<file path="config.mk">
export PLATFORM = sky130hd
export DESIGN_NAME = sign_packer
export DESIGN_NICKNAME = d
export VERILOG_FILES = /design/src/rtl/sign_packer.sv
export SDC_FILE = /design/constraint.sdc
export NUM_CORES = 1
export LEC_CHECK = 0
export CAP_MARGIN = 20
export CORE_AREA = 4 4 426 428
export CTS_CLUSTER_SIZE = 14
export DETAILED_ROUTE_END_ITERATION = 7
export DIE_AREA = 0 0 430 432
export GPL_ROUTABILITY_DRIVEN = 0
export GPL_TIMING_DRIVEN = 0
export HOLD_SLACK_MARGIN = 0.06
export PLACE_DENSITY_LB_ADDON = 0.2
export SETUP_SLACK_MARGIN = 0.5
export SYNTH_ARGS = -nofsm -noshare
export SYNTH_HDL_FRONTEND = slang
export SYNTH_SLANG_ARGS = --single-unit
</file>
<file path="constraint.sdc">
create_clock -name clk -period 44.8 [get_ports clk]
set_input_delay 6.72 -clock clk [delete_from_list [all_inputs] [get_ports clk]]
set_output_delay 6.72 -clock clk [all_outputs]
set_load 0.005 [all_outputs]
</file>
<file path="src/rtl/sign_packer.sv">
// Snapshots the counter-bank sign vector a fixed delay after a job ends and
// streams it out as OUT_W-bit words over a valid/ready interface.
module sign_packer #(
  parameter int unsigned DIM   = 1024,
  parameter int unsigned OUT_W = 64,
  parameter int unsigned DELAY = 3
) (
  input  logic             clk,
  input  logic             rst,
  input  logic             done,
  input  logic [DIM-1:0]   sign_in,
  output logic [OUT_W-1:0] m_tdata,
  output logic             m_tvalid,
  input  logic             m_tready,
  output logic             m_tlast,
  output logic             busy,
  output logic             overrun
);

  localparam int unsigned Words = DIM / OUT_W;
  localparam int unsigned IdxW  = (Words > 1) ? $clog2(Words) : 1;
  localparam logic [IdxW-1:0] LastIdx = IdxW'(Words - 1);

  typedef enum logic [1:0] {StIdle, StWait, StSend} state_e;

  state_e           state_q, state_d;
  logic [3:0]       cnt_q, cnt_d;
  logic [IdxW-1:0]  idx_q, idx_d;
  logic [DIM-1:0]   snap_q;
  logic [OUT_W-1:0] tdata_q, tdata_d;
  logic             tvalid_q, tvalid_d;
  logic             tlast_q, tlast_d;
  logic             overrun_q, overrun_d;
  logic             capture;
  logic             hs;

  // Next-state, capture strobe and registered-output updates.
  always_comb begin
    state_d   = state_q;
    cnt_d     = cnt_q;
    idx_d     = idx_q;
    tdata_d   = tdata_q;
    tvalid_d  = tvalid_q;
    tlast_d   = tlast_q;
    capture   = 1'b0;
    hs        = tvalid_q & m_tready;
    // A done outside IDLE (even on the last handshake) is dropped and flagged.
    overrun_d = overrun_q | (done & (state_q != StIdle));

    unique case (state_q)
      StIdle: begin
        if (done) begin
          if (DELAY == 0) begin
            capture = 1'b1;
          end else begin
            state_d = StWait;
            cnt_d   = 4'(DELAY - 1);
          end
        end
      end
      StWait: begin
        if (cnt_q == 4'd0) begin
          capture = 1'b1;
        end else begin
          cnt_d = cnt_q - 4'd1;
        end
      end
      StSend: begin
        if (hs) begin
          if (tlast_q) begin
            state_d  = StIdle;
            idx_d    = '0;
            tvalid_d = 1'b0;
            tlast_d  = 1'b0;
          end else begin
            idx_d   = idx_q + 1'b1;
            tdata_d = snap_q[int'(idx_d) * OUT_W +: OUT_W];
            tlast_d = (idx_d == LastIdx);
          end
        end
      end
      default: state_d = StIdle;
    endcase

    // Word 0 comes straight from sign_in so it is valid the cycle after capture.
    if (capture) begin
      state_d  = StSend;
      idx_d    = '0;
      tdata_d  = sign_in[OUT_W-1:0];
      tvalid_d = 1'b1;
      tlast_d  = (Words == 1);
    end
  end

  // Control and output registers with synchronous reset.
  always_ff @(posedge clk) begin
    if (rst) begin
      state_q   <= StIdle;
      cnt_q     <= 4'd0;
      idx_q     <= '0;
      tdata_q   <= '0;
      tvalid_q  <= 1'b0;
      tlast_q   <= 1'b0;
      overrun_q <= 1'b0;
    end else begin
      state_q   <= state_d;
      cnt_q     <= cnt_d;
      idx_q     <= idx_d;
      tdata_q   <= tdata_d;
      tvalid_q  <= tvalid_d;
      tlast_q   <= tlast_d;
      overrun_q <= overrun_d;
    end
  end

  // Snapshot register; no reset needed since it is only read after a capture.
  always_ff @(posedge clk) begin
    if (capture) begin
      snap_q <= sign_in;
    end
  end

  assign m_tdata  = tdata_q;
  assign m_tvalid = tvalid_q;
  assign m_tlast  = tlast_q;
  assign busy     = (state_q != StIdle);
  assign overrun  = overrun_q;

endmodule

</file>
==> results of run 1 <==
-- state kept, by name, summed over array words and instances, names as in the netlist --
name and cells:
cnt_q 4, idx_q 4, m_tdata 64, m_tlast 1, m_tvalid 1, overrun 1
snap_q 1024, state_q 2
-- final timing paths --
kind,startpoint,to,slack [ps]
hold / removal,idx_q[3],idx_q[3],470
setup / recovery,m_tready,m_tdata[54],35590
setup reg to reg,idx_q[0],m_tdata[42],39010
hold reg to reg,idx_q[3],idx_q[3],470
-- worst min-delay path: stages (launching register included) --
cell	delay, ps
dfxtp_1	320
nand2_1	60
a21oi_1	50
-- placed cells by master, fill, tap and decap left out, drive strengths merged --
cell / instances
a21oi: 33
a311oi: 1
a31oi: 1
and3: 40
buf: 66
bufinv: 8
clkbuf: 255
clkdlybuf4s50: 1094
clkinv: 36
clkinvlp: 4
dfxtp: 77
diode: 58
edfxtp: 1024
ha: 3
inv: 21
mux2: 64
mux2i: 1
mux4: 256
nand2: 151
nand2b: 1
nand3: 3
nand3b: 1
nand4: 1
nand4b: 1
nor2: 79
nor2b: 1
nor3: 4
o211ai: 1
o21ai: 66
o21bai: 1
o221a: 1
o221ai: 40
o22ai: 23
or2: 1
or3: 1
or3b: 1
xnor2: 3
xor2: 3
-- logic make-up after synthesis --
group	Yosys count	share of synthesized area, %
AOI/OAI and AO/OA	167	2.47
xor gates and xnor gates	6	0.144
adders and majority gates	3	0.0900
buffers and inverters	121	1.39
DFF	1101	77.4
muxes	321	15.6
and+or+nand+nor	285	2.89
-- cell type report --
cell class	instances	area (µm²)
clock buffers	183	3650
flip-flops and latches	1101	32300
repair buffers	1118	11500
clock inverters	62	666
plain buffers	114	559
well taps	2355	2950
multi-input cells	782	8860
inverters	7	33.8
diodes	58	145
fillers	17055	117000
-- stage by stage --
| step | area, µm² | instances | power [mW] |
|---|---|---|---|
| 4_1_cts | 60400 | 5720 | 2.85 |
| 6_report | 60600 | 5780 | 2.81 |
| 3_5_place_dp | 56100 | 5475 | 1.75 |
| 2_1_floorplan | 41700 | 2004 | 1.73 |
| 5_1_grt | 60600 | 5768 | 2.92 |
| 3_3_place_gp | 55600 | 5453 | 2.05 |
-- cells in the mapped netlist (all sizes together), types with 3 or more instances --
library cell	number	area [µm²]
xnor2	3	26.3
o22ai	23	144
nand3	3	15.0
buf	42	283
o21ai	66	330
inv	7	26.3
o221ai	40	350
edfxtp	1024	30700
xor2	3	33.8
dfxtp	77	1540
nand2	151	567
a21oi	33	165
nor2	79	297
and3	40	250
mux2	64	721
ha	3	37.5
nor3	4	20.0
mux4	256	5770
clkbuf	72	270
-- power by group through the flow --
stage	clock, mW	sequential, mW	combinational [mW]
2_1_floorplan	0	1.58	0.150
4_1_cts	1.11	1.38	0.355
3_5_place_dp	0	1.40	0.354
3_3_place_gp	0	1.71	0.337
6_report	1.08	1.38	0.347
5_1_grt	1.16	1.39	0.372
-- routing by layer --
layer | global-route usage (%) | share of wire, % | wire [µm] | vias to the layer above
met2 | 31.6 | 52 | 91300 | 1080
li1 | - | - | - | 10851
met3 | 5.44 | 7.5 | 13200 | 249
met4 | 7.04 | 2.6 | 4600 | 38
met1 | 22.2 | 38 | 67700 | 13084
met5 | 0 | 0.14 | 248 | -
==> results.md, run 1 <==
* Placed wire-length estimate at 137 mm
* Reg2reg path depth at 13
* Final hold violation count at 0
* Min Clock Period, post-route at 9210 ps
* Hold depth at 2
* Row cnt at 155
* CP Max Fanout at 10
* Total grt overflow at 0
* Postcts setup bufs at 0
* Crit. path cell count at 9
* CP Cell Sequence: clkdlybuf4s50_1 -> nand4b_1 -> nor2_1 -> clkbuf_2 -> nand2_1 -> clkbuf_1 -> buf_1 -> o22ai_1 -> a21oi_1
* CP startpoint kind: input pin
* Mapped cell area at 0.0417 mm²
* IO Count at 1096
* CTS tree: built
* FF+latch count, synth at 1101
* TritonCTS buffer count at 133
* Clk_skew at 33.4 ps
* CTS Buffer Depth at 3
* Vias in the first global route at 26.7k
* Critical Path End Type: register
* Die height at 432 µm
* Ys async rst share at 0%
* Insertion delay to the later sink of the worst-skew pair at 790 ps
* Routed wire per std cell at 30.6 µm
* Die Area at 0.186 mm²
* Initial core utilization at 23.4%
* PostCTS Resize Cnt at 0
* # hold bufs at CTS at 0
* Chip width at 430 µm
* Clk pin slew, worst setup/hold paths at 60 ps
* TNS Setup at 0 ps
* Top delay family on crit path: buffers and inverters
* First-pass GRT wire length at 231 mm
* Final Max Tran Viols at 0
* CP required at 45500 ps
* Pwr per Cell Area at 46.4 mW/mm²
* Slowest stage delay, CP at 720 ps
* Max-slew headroom at 23.3%
* DR DRC count at 0
* Largest net degree at the start of global routing at 122
* Static Leak at 19.7 nW
* Tcrit/Tclk final at 20.5%
* Share of layout cells above drive strength 1 at 17.3%
* Synth Warn # at 0
* Fmax at 109 MHz
* Root buffer cell: clkbuf_16
* Final core occ at 34.1%
* HP Class: reg2reg
* Post-Route WL at 177 mm
* Setup violators final at 0
* Drt pass-1 iters at 5
* Register share of total power at 49.2%
* Initial antenna violation count at 104
* Logic pwr share at 12.4%
* Final WS setup at 35590 ps
* RSZ-0062 raised after global routing: no
* Sequential element share of the synthesized area at 77.4%
* Synthesized Nets at 3035
* Clock sink count at 1101
* WP buf/inv at 4
* Slowest-stage cell, CP: buf_1
* Net Sw Frac at 24.4%
* Pint at 2.12 mW
* Slew of the pin with the lowest slew margin at 1150 ps
* Mean Syn Cell Area at 20.8 µm²
* Final hold slack at 474 ps
* Maximum VDD drop at 0.0262 mV
* Initial DRC count at 2048
* Clock power share at 38.5%
* Vias at 25.3k
* Net Sw Power at 0.685 mW
* Core box area at 0.178 mm²
* Worst Path Arrival at 9900 ps
* ANT nets after route at 0
* Most used flip-flop cell after synthesis: edfxtp_1
* EDFF count, synth at 1024
* Worst setup path class: in2reg
* Syn-to-layout area delta at 45.3%
* Post-Syn Instances at 2004
* Pre-CTS setup slack at 34550 ps
* CTS H-tree depth at 4
* Number of max-cap violations at 0
* Status: finished, final reports clean
* Total GRT Usage at 18.5%
* Via density at 4.38
* Number of unique standard cell types used by synthesis at 39
* Fin nets at 4288
* Port Buffer Count at 1094
(Power assumes the default switching activity.)
==> inputs of run 2 (changes only) <==
==> constraint.sdc (replaced) <==
create_clock -name clk -period 9.4 [get_ports clk]
set_input_delay 1.41 -clock clk [delete_from_list [all_inputs] [get_ports clk]]
set_output_delay 1.41 -clock clk [all_outputs]
set_load 0.005 [all_outputs]
==> run 2 against run 1 <==
Critical path depth rose by 6. Clock power rose to 4.6 times the previous value. Clock-buffer cell count rose by 10. Via count rose by 1.2%. Register-to-register slack got worse by 36000 ps. Cell area rose by 0.24%. Largest power group unchanged. Combinational power rose to 5.1 times the previous value. Worst setup slack got worse by 33000 ps. Die area did not move. Wire length rose by 0.97%. Total power rose to 4.7 times the previous value. Critical endpoint unchanged. Largest cell class unchanged. Flip-flop and latch count did not move.
==> results.md, run 2 (same netlist as run 1, synthesis figures left out) <==
* Tcrit/Tclk final at 68.7%
* Drt pass-1 iters at 7 (+2)
* Worst R2R Start: idx_q[0]
* DR DRC count at 0 (unchanged)
* Flop2flop setup slack at 2940 ps (-36070 ps)
* Slowest stage delay, CP at 910 ps (+190 ps)
* Fin nets at 4305 (+0.40%)
* Routed wire per std cell at 30.8 µm (+0.62%)
* Via density at 4.41 (+0.85%)
* Hold Crit Endpoint: idx_q[3]
* Worst hold start: idx_q[3]
* Clk pin slew, worst setup/hold paths at 60 ps (about the same)
* TritonCTS buffer count at 135 (+1.5%)
* Static Leak at 19.7 nW (about the same)
* CP Cell Sequence: clkbuf_1 -> clkbuf_1 -> buf_8 -> inv_1 -> buf_2 -> buf_1 -> ha_1 -> clkbuf_1 -> buf_1 -> buf_1 -> mux4_2 -> nor2_1 -> nor2_1 -> o22ai_1 -> a21oi_1
* HP Class: reg2reg
* Clock sink count at 1101 (unchanged)
* Initial DRC count at 2298 (+12%)
* Initial antenna violation count at 100 (-3.8%)
* Critical Path End Type: register
* PostCTS Resize Cnt at 0 (unchanged)
* Max-slew headroom at 21.6% (-1.7 points)
* Total placed cells including tap cells at 5492 (+0.31%)
* Vias in the first global route at 26.7k (-0.011%)
* Postcts setup bufs at 0 (unchanged)
* Root buffer cell: clkbuf_16
* Status: finished, final reports clean
* RSZ-0062 raised after global routing: no
* IO Count at 1096 (unchanged)
* Fillers at 17.1k (+0.47%)
* Final hold slack at 470 ps (-3.55 ps)
* Fmax at 155 MHz
* Core box area at 0.178 mm² (unchanged)
* Placed wire-length estimate at 139 mm (+2.0%)
* Top delay family on crit path: buffers and inverters
* Reg2reg path depth at 15 (+2)
* Reg2reg end: m_tdata[54]
* Vias at 25.6k (+1.2%)
* First-pass GRT wire length at 232 mm (+0.50%)
* Clk_skew at 37.8 ps (+4.34 ps)
* Number of max-cap violations at 0 (unchanged)
* Die height at 432 µm (unchanged)
* Largest register FFs at 1024 (unchanged)
* Pwr per Cell Area at 219 mW/mm² (+370%)
* Port Buffer Count at 1094 (unchanged)
* CTS Buffer Depth at 3 (unchanged)
* Fin cells at 5800 (+0.35%)
* Min Clock Period, post-route at 6460 ps
* Worst Path Arrival at 7110 ps (-2790 ps)
* Chip width at 430 µm (unchanged)
* CTS tree: built
* Total grt overflow at 0 (unchanged)
* Most frequent cells in the layout: clkdlybuf4s50_1, edfxtp_1, mux4_2
* Final hold violation count at 0 (unchanged)
* Maximum VDD drop at 0.165 mV (+530%)
* # hold bufs at CTS at 0 (unchanged)
* Commonest non-fill, non-tap cell in the layout: clkdlybuf4s50_1
* ANT nets after route at 0 (unchanged)
* Slowest-stage cell, CP: buf_1
* Syn-to-layout area delta at 45.7%
* Largest net degree at the start of global routing at 44 (-64%)
* CTS H-tree depth at 4 (unchanged)
* Setup violators final at 0 (unchanged)
* Worst setup path class: reg2reg
* CP required at 10040 ps (-35460 ps)
* Hold depth at 2 (unchanged)
* Final Max Tran Viols at 0 (unchanged)
* Initial core utilization at 23.4% (unchanged)
* CP startpoint kind: register
* Share of layout cells above drive strength 1 at 17.7% (+0.33 points)
* Insertion delay to the later sink of the worst-skew pair at 800 ps (about the same)
* CP Max Fanout at 10 (unchanged)
* Total GRT Usage at 18.7% (+0.18 points)
* Post-Route WL at 179 mm (+0.97%)
* Largest Register: snap_q
* WP buf/inv at 9 (+5)
* Power Total at 13.3 mW (+370%)
* Row cnt at 155 (unchanged)
* Slew of the pin with the lowest slew margin at 1180 ps (+25.4 ps)
* Die Area at 0.186 mm² (unchanged)
[run 2: cell types whose count changed in the layout (fill, tap and decap cells not counted), sizes merged]
cell / previous run / this run
buf: 66 / 81
clkbuf: 255 / 265
inv: 21 / 12
bufinv: 8 / 2
clkinv: 36 / 41
diode: 58 / 61
clkinvlp: 4 / 6
[run 2: worst max-delay path by stage]
stage	cells after the start	slack, ps	startpoint	end
2_1_floorplan	8	-7570	cnt_q[0]	m_tdata[26]
4_1_cts	14	2430	idx_q[0]	m_tdata[16]
6_report	15	2940	idx_q[0]	m_tdata[54]
5_1_grt	15	2590	idx_q[0]	m_tdata[54]
3_3_place_gp	8	-19390	cnt_q[0]	m_tdata[11]
3_5_place_dp	14	2430	idx_q[0]	m_tdata[16]
[run 2: cell type report]
cell class / count / area, µm² / area share (%)
sequential: 1101 / 32300 / 53.2
clock buffer: 193 / 3750 / 6.18
buffer: 114 / 567 / 0.933
timing repair buffer: 1133 / 11700 / 19.3
tap: 2355 / 2950 / 4.85
antenna: 61 / 153 / 0.251
clock inverter: 54 / 392 / 0.645
multi-input combinational: 782 / 8890 / 14.6
inverter: 7 / 30.0 / 0.0494
[run 2: tightest hold or removal path, cell delays in order (launching register included)]
cell and delay (ps):
dfxtp_1 310, nand2_1 60, a21oi_1 50
[run 2: through the flow]
stage	cell area, µm²	utilization (%)	TNS (ps)	worst slack [ps]
after global routing	60700	34.1	0	2590
after floorplan	41800	-	-7666570	-7570
after CTS	60600	34.1	0	2430
after detailed placement	56500	31.7	0	2430
final	60700	34.2	0	2940
after global placement	55600	31.3	-	-19390
[run 2: per-layer routing]
metal / vias up / track usage, % / share of wire (%)
li1: 10889 / - / -
met1: 13303 / 22.4 / 38
met2: 1108 / 31.4 / 51
met3: 279 / 5.46 / 7.4
met4: 26 / 8.08 / 3.3
met5: - / 0 / 0.11
[run 2: power breakdown]
group          internal, mW  switching [mW]
Combinational         0.890           0.870
Clock                  2.84            2.13
Sequential             6.33           0.253
